File: src/rtl/hamming_pkg.sv
// Shared widths, codeword layout tables and elaboration-time helpers for the
// Hamming(21,16) streaming encoder.
package hamming_pkg;

    localparam int DATA_W = 16;
    localparam int CW_W   = 21;
    localparam int POS_W  = 5;

    typedef logic [DATA_W-1:0] data_t;
    typedef logic [CW_W-1:0]   cw_t;
    typedef logic [POS_W-1:0]  pos_t;

    // Highest legal out_cw bit index for error injection.
    localparam pos_t CW_LAST_BIT = POS_W'(CW_W - 1);

    localparam logic [1:0] FIFO_FULL = 2'd2;

    localparam logic [0:0] ST_IDLE  = 1'b0;
    localparam logic [0:0] ST_ARMED = 1'b1;

    // Hamming position (1..21) of each data bit; entry i (5 bits) belongs to data[i].
    localparam logic [DATA_W*POS_W-1:0] DATA_POS_TBL = {
        5'd3,  5'd5,  5'd6,  5'd7,
        5'd9,  5'd10, 5'd11, 5'd12,
        5'd13, 5'd14, 5'd15, 5'd17,
        5'd18, 5'd19, 5'd20, 5'd21
    };

    function automatic bit is_parity_pos(input int p);
        return (p & (p - 1)) == 0;
    endfunction

    // Data bit index that lands on Hamming position p (only meaningful for data positions).
    function automatic int data_index(input int p);
        pos_t entry;
        for (int i = 0; i < DATA_W; i++) begin
            entry = POS_W'(DATA_POS_TBL >> (POS_W * i));
            if (int'(entry) == p) begin
                return i;
            end
        end
        return 0;
    endfunction

    // Data positions covered by parity position k; bit (q-1) stands for position q.
    function automatic cw_t cover_mask(input int k);
        int m;
        m = 0;
        for (int q = 1; q <= CW_W; q++) begin
            if (((q & k) != 0) && !is_parity_pos(q)) begin
                m = m | (1 << (q - 1));
            end
        end
        return CW_W'(m);
    endfunction

endpackage

File: src/rtl/hamming_enc_comb.sv
// Pure combinational Hamming(21,16) encoder: Hamming position p is driven onto
// cw[21-p], parity sits at the power-of-two positions with even parity.
module hamming_enc_comb
    import hamming_pkg::*;
(
    input  data_t data,
    output cw_t   cw
);

    // Both vectors are indexed by Hamming position so the tables read naturally.
    logic [CW_W:1] data_pos;
    logic [CW_W:1] ham_pos;

    for (genvar p = 1; p <= CW_W; p++) begin : g_pos
        if (is_parity_pos(p)) begin : g_par
            localparam cw_t COVER = cover_mask(p);
            assign data_pos[p] = 1'b0;
            assign ham_pos[p]  = ^(data_pos & COVER);
        end else begin : g_data
            localparam int IDX = data_index(p);
            assign data_pos[p] = data[IDX];
            assign ham_pos[p]  = data_pos[p];
        end
        assign cw[CW_W-p] = ham_pos[p];
    end

endmodule

File: src/rtl/hamming_encoder_stream.sv
// Streaming Hamming(21,16) encoder with a 2-entry skid FIFO, one-shot bit-flip
// injection and a count of codewords delivered downstream.
module hamming_encoder_stream
    import hamming_pkg::*;
#(
    parameter int CNT_W = 16
) (
    input  logic             clk,
    input  logic             rst_n,
    input  logic             in_valid,
    output logic             in_ready,
    input  logic [DATA_W-1:0] in_data,
    output logic             out_valid,
    input  logic             out_ready,
    output logic [CW_W-1:0]  out_cw,
    input  logic             inj_req,
    input  logic [POS_W-1:0] inj_pos,
    output logic             inj_armed,
    output logic [CNT_W-1:0] word_cnt
);

    cw_t        enc_cw;
    cw_t        flip_mask;
    cw_t        store_cw;
    cw_t        mem [2];
    logic       wr_ptr;
    logic       rd_ptr;
    logic [1:0] count;
    logic [1:0] count_next;
    logic [0:0] inj_state;
    logic [0:0] inj_state_next;
    logic       accept;
    logic       send;
    logic       inject_now;

    hamming_enc_comb u_enc (
        .data (in_data),
        .cw   (enc_cw)
    );

    assign accept    = in_valid & in_ready;
    assign send      = out_valid & out_ready;
    assign out_valid = (count != 2'd0);
    assign out_cw    = mem[rd_ptr];
    assign inj_armed = (inj_state == ST_ARMED);

    // A request in the same cycle as an accept applies to that very word.
    assign inject_now = inj_armed | inj_req;

    always_comb begin
        flip_mask = '0;
        if (inject_now && (inj_pos <= CW_LAST_BIT)) begin
            flip_mask[inj_pos] = 1'b1;
        end
    end

    assign store_cw = enc_cw ^ flip_mask;

    always_comb begin
        count_next = count;
        case ({accept, send})
            2'b10:   count_next = count + 2'd1;
            2'b01:   count_next = count - 2'd1;
            default: count_next = count;
        endcase
    end

    always_comb begin
        inj_state_next = inj_state;
        if (accept) begin
            inj_state_next = ST_IDLE;
        end else if (inj_req) begin
            inj_state_next = ST_ARMED;
        end
    end

    always_ff @(posedge clk or negedge rst_n) begin
        if (!rst_n) begin
            mem[0] <= '0;
            mem[1] <= '0;
            wr_ptr <= 1'b0;
        end else if (accept) begin
            mem[wr_ptr] <= store_cw;
            wr_ptr      <= ~wr_ptr;
        end
    end

    always_ff @(posedge clk or negedge rst_n) begin
        if (!rst_n) begin
            rd_ptr <= 1'b0;
        end else if (send) begin
            rd_ptr <= ~rd_ptr;
        end
    end

    // in_ready is registered, so it is derived from the occupancy after this edge.
    always_ff @(posedge clk or negedge rst_n) begin
        if (!rst_n) begin
            count    <= 2'd0;
            in_ready <= 1'b0;
        end else begin
            count    <= count_next;
            in_ready <= (count_next < FIFO_FULL);
        end
    end

    always_ff @(posedge clk or negedge rst_n) begin
        if (!rst_n) begin
            inj_state <= ST_IDLE;
        end else begin
            inj_state <= inj_state_next;
        end
    end

    always_ff @(posedge clk or negedge rst_n) begin
        if (!rst_n) begin
            word_cnt <= '0;
        end else if (send) begin
            word_cnt <= word_cnt + CNT_W'(1);
        end
    end

endmodule

File: config.mk
export PLATFORM = sky130hd
export DESIGN_NAME = hamming_encoder_stream
export DESIGN_NICKNAME = d
export VERILOG_FILES = /design/src/rtl/hamming_pkg.sv /design/src/rtl/hamming_enc_comb.sv /design/src/rtl/hamming_encoder_stream.sv
export SDC_FILE = /design/constraint.sdc
export NUM_CORES = 1
export LEC_CHECK = 0
export BUFFER_PORTS_ARGS = -buffer_cell sky130_fd_sc_hd__buf_2
export CORE_MARGIN = 1
export CORE_UTILIZATION = 55
export DETAILED_ROUTE_END_ITERATION = 8
export PLACE_DENSITY = 0.8
export REMOVE_ABC_BUFFERS = 1
export SLEW_MARGIN = 5
export SYNTH_ARGS = -nofsm -noshare
export SYNTH_HDL_FRONTEND = slang
export SYNTH_SLANG_ARGS = --single-unit
export TNS_END_PERCENT = 1
File: constraint.sdc
create_clock -name clk -period 1.94 [get_ports clk]
set_input_delay 0.097 -clock clk [delete_from_list [all_inputs] [get_ports clk]]
set_output_delay 0.097 -clock clk [all_outputs]
set_load 0.02 [all_outputs]
==> impl_summary.md, run 1 <==
Logic synthesis
The commonest cells after synthesis are 64 x sky130_fd_sc_hd__dfrtp_1, 50 x sky130_fd_sc_hd__nand2_1, 39 x sky130_fd_sc_hd__xnor2_1, 22 x sky130_fd_sc_hd__mux2_2, 22 x sky130_fd_sc_hd__o21ai_1. The number of flip-flops and latches in the synthesized netlist is 64. The mux contribution to synthesized area is 7.49%. The average cell area after synthesis is 10.7 um2. The area share of the leading cell type in the synthesized netlist is 48.4%. By area the synthesized netlist is led by sky130_fd_sc_hd__dfrtp_1 48%, sky130_fd_sc_hd__xnor2_1 10%, sky130_fd_sc_hd__mux2_2 7.5%. The synthesized netlist devotes 8.59% of its cell area to compound gates. The post-synthesis share of cell area spent on xor and xnor gates is 19.0%. The main combinational cell family by area after synthesis is XOR/XNOR gates. The top cell type by total area after synthesis is sky130_fd_sc_hd__dfrtp_1.

In the post-synthesis netlist, the cell with the most instances is sky130_fd_sc_hd__dfrtp_1. The number of instances in the synthesized netlist is 310. The async set-or-reset flop fraction in the synthesized netlist is 100%. Of the total synthesized cell area, the portion taken by full adders, half adders and majority gates is 0.757%. Of the synthesized area, sequential elements account for 48.4%.

The distinct cell type count of the synthesized netlist is 31. The number of synthesis warnings is 0. Summing the areas of all and, or, nand and nor instances in the mapped netlist gives 13.9% of the synthesized area.

The dominant register cell in the synthesized netlist is sky130_fd_sc_hd__dfrtp_1. The post-synthesis instance area is 0.00331 mm2. The synthesized design contains 0 enable-type register cells.

Floorplanning
66 I/O pins were placed. The height of the chip is 79.5 um. Measured along the x axis, the die boundary spans 79.5 um. The initialized floorplan defines 27 standard-cell rows. The die covers 0.00633 mm2. The placeable core region is 0.00564 mm2. The initial cell density of the core is 58.6%.

Setup path
The launch point of the worst path is count[0]. At the worst endpoint, the arrival time is 1.95 ns. The worst-case register-to-register setup slack is 0.25 ns. The depth of the most critical reg-to-reg path is 4. The end of the worst register-to-register path is word_cnt[15]. The largest fanout on the critical path is 8. Data on the critical path is required at its endpoint by 2.20 ns.

Following the worst setup path forward leads to its endpoint at word_cnt[15]. The nature of the critical path startpoint is a register. The startpoint of the worst-slack reg-to-reg timing path is count[0]. The type of destination of the critical path is a register. The start-to-end type of the worst setup path is reg -> reg.

STA
Setup total negative slack on the finished layout was measured at 0 ns. Across all setup checks in the final design, the least slack found is 0.251 ns. The final-report hold violation count is 0.

Setup repair after global routing left no endpoint under its margin. The post-route fraction of the period consumed by the critical path is 87.0%. The transition time at the pin with the least slew margin is 0.725 ns. The worst slew margin relative to its limit is 51.7%. Setup violations remaining at the end of the flow were counted as 0.

The worst-case clock skew is 0.00618 ns. The final period demand of the worst path is 1.69 ns. The final max-slew violation count came to 0. For this run, the top clock speed supported by timing is 592 MHz.

Global route
The met1 track demand over resource is 32.7%. The global routing stage identified its most utilized layer as met2. Global routing used 25.0% of the available tracks. Summed over all layers, the global routing overflow is 0. The initial antenna violation count is 0.

The number of global-route vias before repair is 2419. The met3 layer usage reported by global route is 6.51%. The first global-routing pass estimated 11.7 mm of wire. The met2 usage in global routing is 40.1%. Entering global routing, the biggest net connects 44 pins.

Flow run
The tool flagged a number of max-cap violations equal to 0.

Cells and area
Once layout is complete, the utilization of the core stands at 69.2%. The repair_antennas step left the layout with diodes totalling 0. The post-route netlist has 29.6% of its cells at a drive strength greater than 1. From synthesis to final layout, the design area changed by 18.0%. Excluding fillers, the count of instances in the completed layout stands at 454.

In the final design database the tool counted 406 nets.

CTS
The later-pin clock latency in the skew report is 0.34 ns. The H-tree depth is 3. The CTS root buffer is sky130_fd_sc_hd__clkbuf_8.

The clock-pin slew reported for the worst setup and hold paths after clock tree synthesis is 0.07 ns. The TritonCTS clock tree is done. The maximum clock path buffer count is 2.

The clock sink count is 64. The post-CTS repair timing setup buffer count is 0. The number of buffers inserted during clock tree synthesis is 9.

Placement
The final RePlAce weighted congestion is 0.840. The count of buffers from port buffering is 65. The post-place setup slack is 0.0644 ns.

The final HPWL from detailed placement is 4.92 mm. The cell total after placement is 438.

Power
The power per cell area is 1470 mW/mm2. The design draws 5.74 mW. The worst-case IR drop observed on VDD is 1.02 mV. For this design the static power due to leakage is 1.86 nW.

Drt
In the final routed layout, each cell accounts on average for 15.3 um. The count of antenna-violating nets left after detailed routing is 0. The detail-routed via count per cell is 5.41. Detailed routing inserted a total of 2455 vias. The first routing iteration left 140 violations. The first-pass iteration count of the detailed router is 4.

The post-detailed-route DRC marker count is 0. The total length of routed wires is 6.96 mm.

Min path
The type of the tightest min-delay check is in -> reg.

Run status
The flow ran to the end, and the final reports show no timing, DRC or antenna violations.
[layout make-up]
type                    count  area, um2
fillers                   421       1740
clock inverters             3       17.5
flip-flops and latches     64       1600
clock buffers              12        155
multi-input cells         230       1650
inverters                   2       7.51
well taps                  72       90.1
repair buffers             71        385
[how the worst min path moves through the flow]
stage          slack (ns)  cells past startpoint     from   endpoint
3_5_place_dp         0.15                      1    rst_n    mem[32]
5_1_grt              0.04                      2  inj_req  inj_armed
6_report             0.03                      2  inj_req  inj_armed
2_1_floorplan       -0.20                      0    rst_n  async pin
4_1_cts             0.001                      2  inj_req  inj_armed
3_3_place_gp         0.14                      1    rst_n    mem[32]
[repair_timing]
action / 4_1_cts / 5_1_grt
resized for setup: 0 / 1
setup endpoints to repair: 0 / 5
hold buffers: 1 / 0
endpoints found under the hold margin: 26 / 0
[report_power, final]
| group | internal, mW | switching, mW |
|---|---|---|
| combinational | 1.08 | 1.44 |
| clock | 0.522 | 0.483 |
| sequential | 1.87 | 0.347 |
[placed cells by master, fill, tap and decap left out, types with 4 or more instances in the layout]
master | Yosys | final
sky130_fd_sc_hd__dfrtp_1 | 64 | 64
sky130_fd_sc_hd__buf_4 | 0 | 4
sky130_fd_sc_hd__nor3_1 | 16 | 16
sky130_fd_sc_hd__o21ai_1 | 22 | 22
sky130_fd_sc_hd__o21ai_0 | 21 | 21
sky130_fd_sc_hd__nand2_1 | 50 | 50
sky130_fd_sc_hd__nor2_1 | 8 | 8
sky130_fd_sc_hd__nand4_1 | 5 | 5
sky130_fd_sc_hd__buf_2 | 2 | 65
sky130_fd_sc_hd__xnor3_1 | 8 | 8
sky130_fd_sc_hd__xor2_1 | 12 | 12
sky130_fd_sc_hd__nand3_1 | 4 | 4
sky130_fd_sc_hd__clkbuf_8 | 0 | 11
sky130_fd_sc_hd__xnor2_1 | 39 | 39
sky130_fd_sc_hd__mux2_2 | 22 | 22
[per-stage QoR]
stage               area (um2)  hold WS [ns]
global route              3900        0.0368
detailed placement        3720         0.154
CTS                       3900       0.00140
finish                    3900        0.0283
floorplan                 3250        -0.199
global placement          3720         0.139
[registers in the layout, summed over array words and instances, names as in the netlist, named ones only]
register,count
word_cnt,16
rd_ptr,1
mem,42
in_ready,1
wr_ptr,1
count,1
inj_armed,1
[worst max-delay path: stages (launching register included)]
cell,delay [ns]
sky130_fd_sc_hd__dfrtp_1,0.42
sky130_fd_sc_hd__o21a_1,0.34
sky130_fd_sc_hd__nand4_1,0.25
sky130_fd_sc_hd__nor4_1,0.41
sky130_fd_sc_hd__xor2_1,0.19
[logic make-up (layout without fill, tap and decap cells)]
family / after synthesis / count (layout)
AND/OR/NAND/NOR: 97 / 97
flip-flops: 64 / 64
XOR/XNOR: 59 / 59
AO/OA/AOI/OAI: 50 / 50
multiplexers: 22 / 22
buffers and inverters: 16 / 88
adder cells (fa/ha/maj): 2 / 2
[metal layers]
layer | up-vias | share of wire (%)
met5 | - | 0
met4 | 0 | 1.1
met3 | 8 | 4.0
met2 | 42 | 50
met1 | 1209 | 45
li1 | 1196 | -
(Power assumes the default switching activity.)
==> run 2, diff against run 1 <==
Settings changed: CELL_PAD_IN_SITES_DETAIL_PLACEMENT set to 0, CELL_PAD_IN_SITES_GLOBAL_PLACEMENT set to 2, CORE_UTILIZATION 55 to 35, PLACE_DENSITY 0.8 to 0.85.
==> impl_summary.md, run 2 (synthesis gave the netlist of run 1 again) <==
Power
The internal power of the cells is 3.41 mW (-1.8%). The leakage power total is 1.85 nW (-0.49%). The clock share of power came to 17.0% (-0.5 points).

The reported net switching power is 2.25 mW (-0.59%). The switching fraction of total power came to 39.8% (+0.30 points). The worst supply voltage drop on vdd is 0.554 mV (-46%).

The sequential power share is 39.0% (+0.3 points). The share of total power in combinational logic was 44.1% (+0.3 points). The power per cell area was 1440 mW/mm2 (-2.1%).

Setup path
The largest incremental delay on the critical path is 0.41 ns (about the same). The depth of the most critical reg-to-reg path is 4 (unchanged). The largest fanout on the critical path is 8 (unchanged). The startpoint identified for the worst register-to-register timing path is count[0]. The required time reported for the critical path endpoint was 2.19 ns (about the same). The type of destination of the critical path is a register. Broken down by cell family, the worst path's largest delay share belongs to simple AND/OR/NAND/NOR gates. The critical path goes through o21a_1 -> nand4_1 -> nor3_1 -> xor2_1. The buffering stage count on the worst path with inverters included is 0 (unchanged). The worst register-to-register path ends at word_cnt[14].

The worst-case register-to-register setup slack was 0.26 ns (about the same). The slowest stage of the critical path is the sky130_fd_sc_hd__dfrtp_1 cell. The nature of the critical path startpoint is a register. The start-to-end type of the worst setup path is reg -> reg. The endpoint arrival time on the critical path is 1.94 ns (about the same).

Drt
The first-pass iteration count of the detailed router is 7 (+3). The routed wirelength normalized by instance count is 14.8 um (-3.6%). The total length of routed wires came to 7.26 mm (+4.3%). The via total after detailed routing came to 2425 (-1.2%). The detail-routed via count per cell came to 4.94 (-8.7%). The count of antenna-violating nets left after detailed routing is 0 (unchanged). The post-detailed-route DRC marker count is 2 (+2). The initial detailed-routing violation count is 98 (-30%).

CTS
The maximum clock path buffer count was 2 (unchanged). The tree is rooted in a sky130_fd_sc_hd__clkbuf_8. The clock sink count is 64 (unchanged).

The number of buffers inserted during clock tree synthesis was 9 (unchanged). The TritonCTS clock tree is done. The later-pin clock latency in the skew report came to 0.33 ns (about the same). The H-tree depth is 3 (unchanged). The clock-pin slew reported for the worst setup and hold paths after clock tree synthesis came to 0.07 ns (about the same).

Cells and area
The flip-flop count of the largest register, all copies and words added is 42 (unchanged). The library cell used most frequently in the layout, excluding fill and tap cells, is sky130_fd_sc_hd__buf_2. Leaving out fill and tap cells, the most frequent cells in the layout are 65 x sky130_fd_sc_hd__buf_2, 64 x sky130_fd_sc_hd__dfrtp_1, 50 x sky130_fd_sc_hd__nand2_1.

The fraction of final layout cells sized beyond drive strength 1 came to 29.5% (-0.11 points). The antenna diode count is 0 (unchanged). mem holds more flip-flops than any other register.

The largest registers in the layout are mem x42, word_cnt x16. The area growth from synthesis to layout is 18.9%. The final net count was 405 (-0.25%).

Run status
The final reports fail on design-rule violations. The flow ran to the end, but the final reports show violations.

STA
The transition time at the pin with the least slew margin was 0.766 ns (+0.0414 ns). Setup repair after global routing left no endpoint under its margin. The worst slew margin relative to its limit is 48.9% (-2.8 points). The worst-case clock skew is 0.00908 ns (+0.00290 ns). The final max-slew violation count is 0 (unchanged). The number of failing setup endpoints in the final timing report was 0 (unchanged).

The summed negative setup slack over all endpoints was 0 ns (unchanged). The final-report hold violation count came to 0 (unchanged). The final period demand of the worst path is 1.68 ns (-0.00399 ns). The worst hold margin is 0.0308 ns (+0.00256 ns). The worst path setup slack after routing is 0.255 ns (+0.00400 ns). The highest attainable clock frequency was 594 MHz (+0.24%). The post-route fraction of the period consumed by the critical path is 86.8% (-0.21 points).

Floorplanning
The number of placement rows came to 35 (+30%). The placeable core region came to 0.00920 mm2 (+63%). The height of the chip is 99.2 um (+25%). The initial cell density of the core came to 36.0% (-23 points).

The count of pins on the block boundary is 66 (unchanged). The die span in x came to 99.2 um (+25%). The full die area is 0.00984 mm2 (+56%).

Global route
The pin count of the biggest net entering global routing is 44 (unchanged). The global-route total usage across every layer is 16.2% (-8.7 points). The number of global-route vias before repair was 2430 (+0.45%). The initial antenna violation count is 0 (unchanged). The wire length of the first global-routing pass is 12.2 mm (+4.2%). The aggregate global routing overflow is 0 (unchanged).

Flow run
The count of maximum capacitance violations is 0 (unchanged).

Placement
The final HPWL from detailed placement came to 5.19 mm (+5.5%). The count of buffers from port buffering was 65 (unchanged). The final RePlAce weighted congestion is 0.779 (-7.2%). The post-place setup slack is 0.0338 ns (-0.0306 ns).

Min path
The startpoint of the lowest-slack hold path is inj_req. The worst hold path stage count is 2 (unchanged). The worst min-delay path endpoint is inj_armed.

The min-delay analysis places its worst path in the category in -> reg.
-- run 2: worst reg2reg max path, delay by kind of cell, from the launching register on --
| family | cells | cell delay (ns) |
|---|---|---|
| xor gates and xnor gates | 1 | 0.18 |
| and+or+nand+nor | 2 | 0.69 |
| DFF | 1 | 0.41 |
| AOI/OAI and AO/OA | 1 | 0.32 |
-- run 2: worst max path at each step --
| stage | endpoint | cells after the start | from | slack [ns] |
|---|---|---|---|---|
| global placement | mem[41] | 4 | inj_armed | 0.10 |
| detailed placement | mem[41] | 4 | inj_armed | 0.03 |
| CTS | mem[41] | 4 | inj_armed | 0.03 |
| finish | word_cnt[14] | 4 | count[0] | 0.26 |
| floorplan | mem[41] | 4 | inj_armed | 0.22 |
| global route | word_cnt[15] | 4 | count[0] | 0.10 |
-- run 2: cell type report --
type	count	area, um2
fill	917	5260
multi-input combinational	230	1650
sequential	64	1600
timing repair buffer	70	378
tap	111	139
clock buffer	10	138
clock inverter	4	22.5
inverter	2	7.51
-- run 2: power groups by stage --
stage	clock network (mW)	logic (mW)	registers, mW
2_1_floorplan	0	1.64	2.31
3_3_place_gp	0	2.49	2.21
3_5_place_dp	0	2.52	2.23
4_1_cts	1.00	2.54	2.21
5_1_grt	1.07	2.78	2.29
6_report	0.962	2.49	2.20
-- run 2: what timing repair did --
item,4_1_cts,5_1_grt
endpoints found under the hold margin,24,0
hold buffers,1,0
endpoints found under the setup margin,0,9
buffers inserted,0,0
gates resized for setup,0,1
-- run 2: metrics by stage --
step	instances	cell area (um2)	power, mW	utilization, %
3_5_place_dp	476	3760	4.75	40.9
4_1_cts	491	3930	5.74	42.7
5_1_grt	491	3930	6.13	42.8
6_report	491	3930	5.66	42.8
3_3_place_gp	476	3760	4.69	40.9
2_1_floorplan	296	3250	3.94	-
-- run 2: metal layers --
layer | GRT usage, % | share of wire [%] | vias up
met2 | 24.5 | 47 | 45
met3 | 4.22 | 4.2 | 6
met1 | 22.4 | 48 | 1174
met4 | 6.45 | 1.2 | 0
li1 | - | - | 1200
met5 | 0 | 0 | -
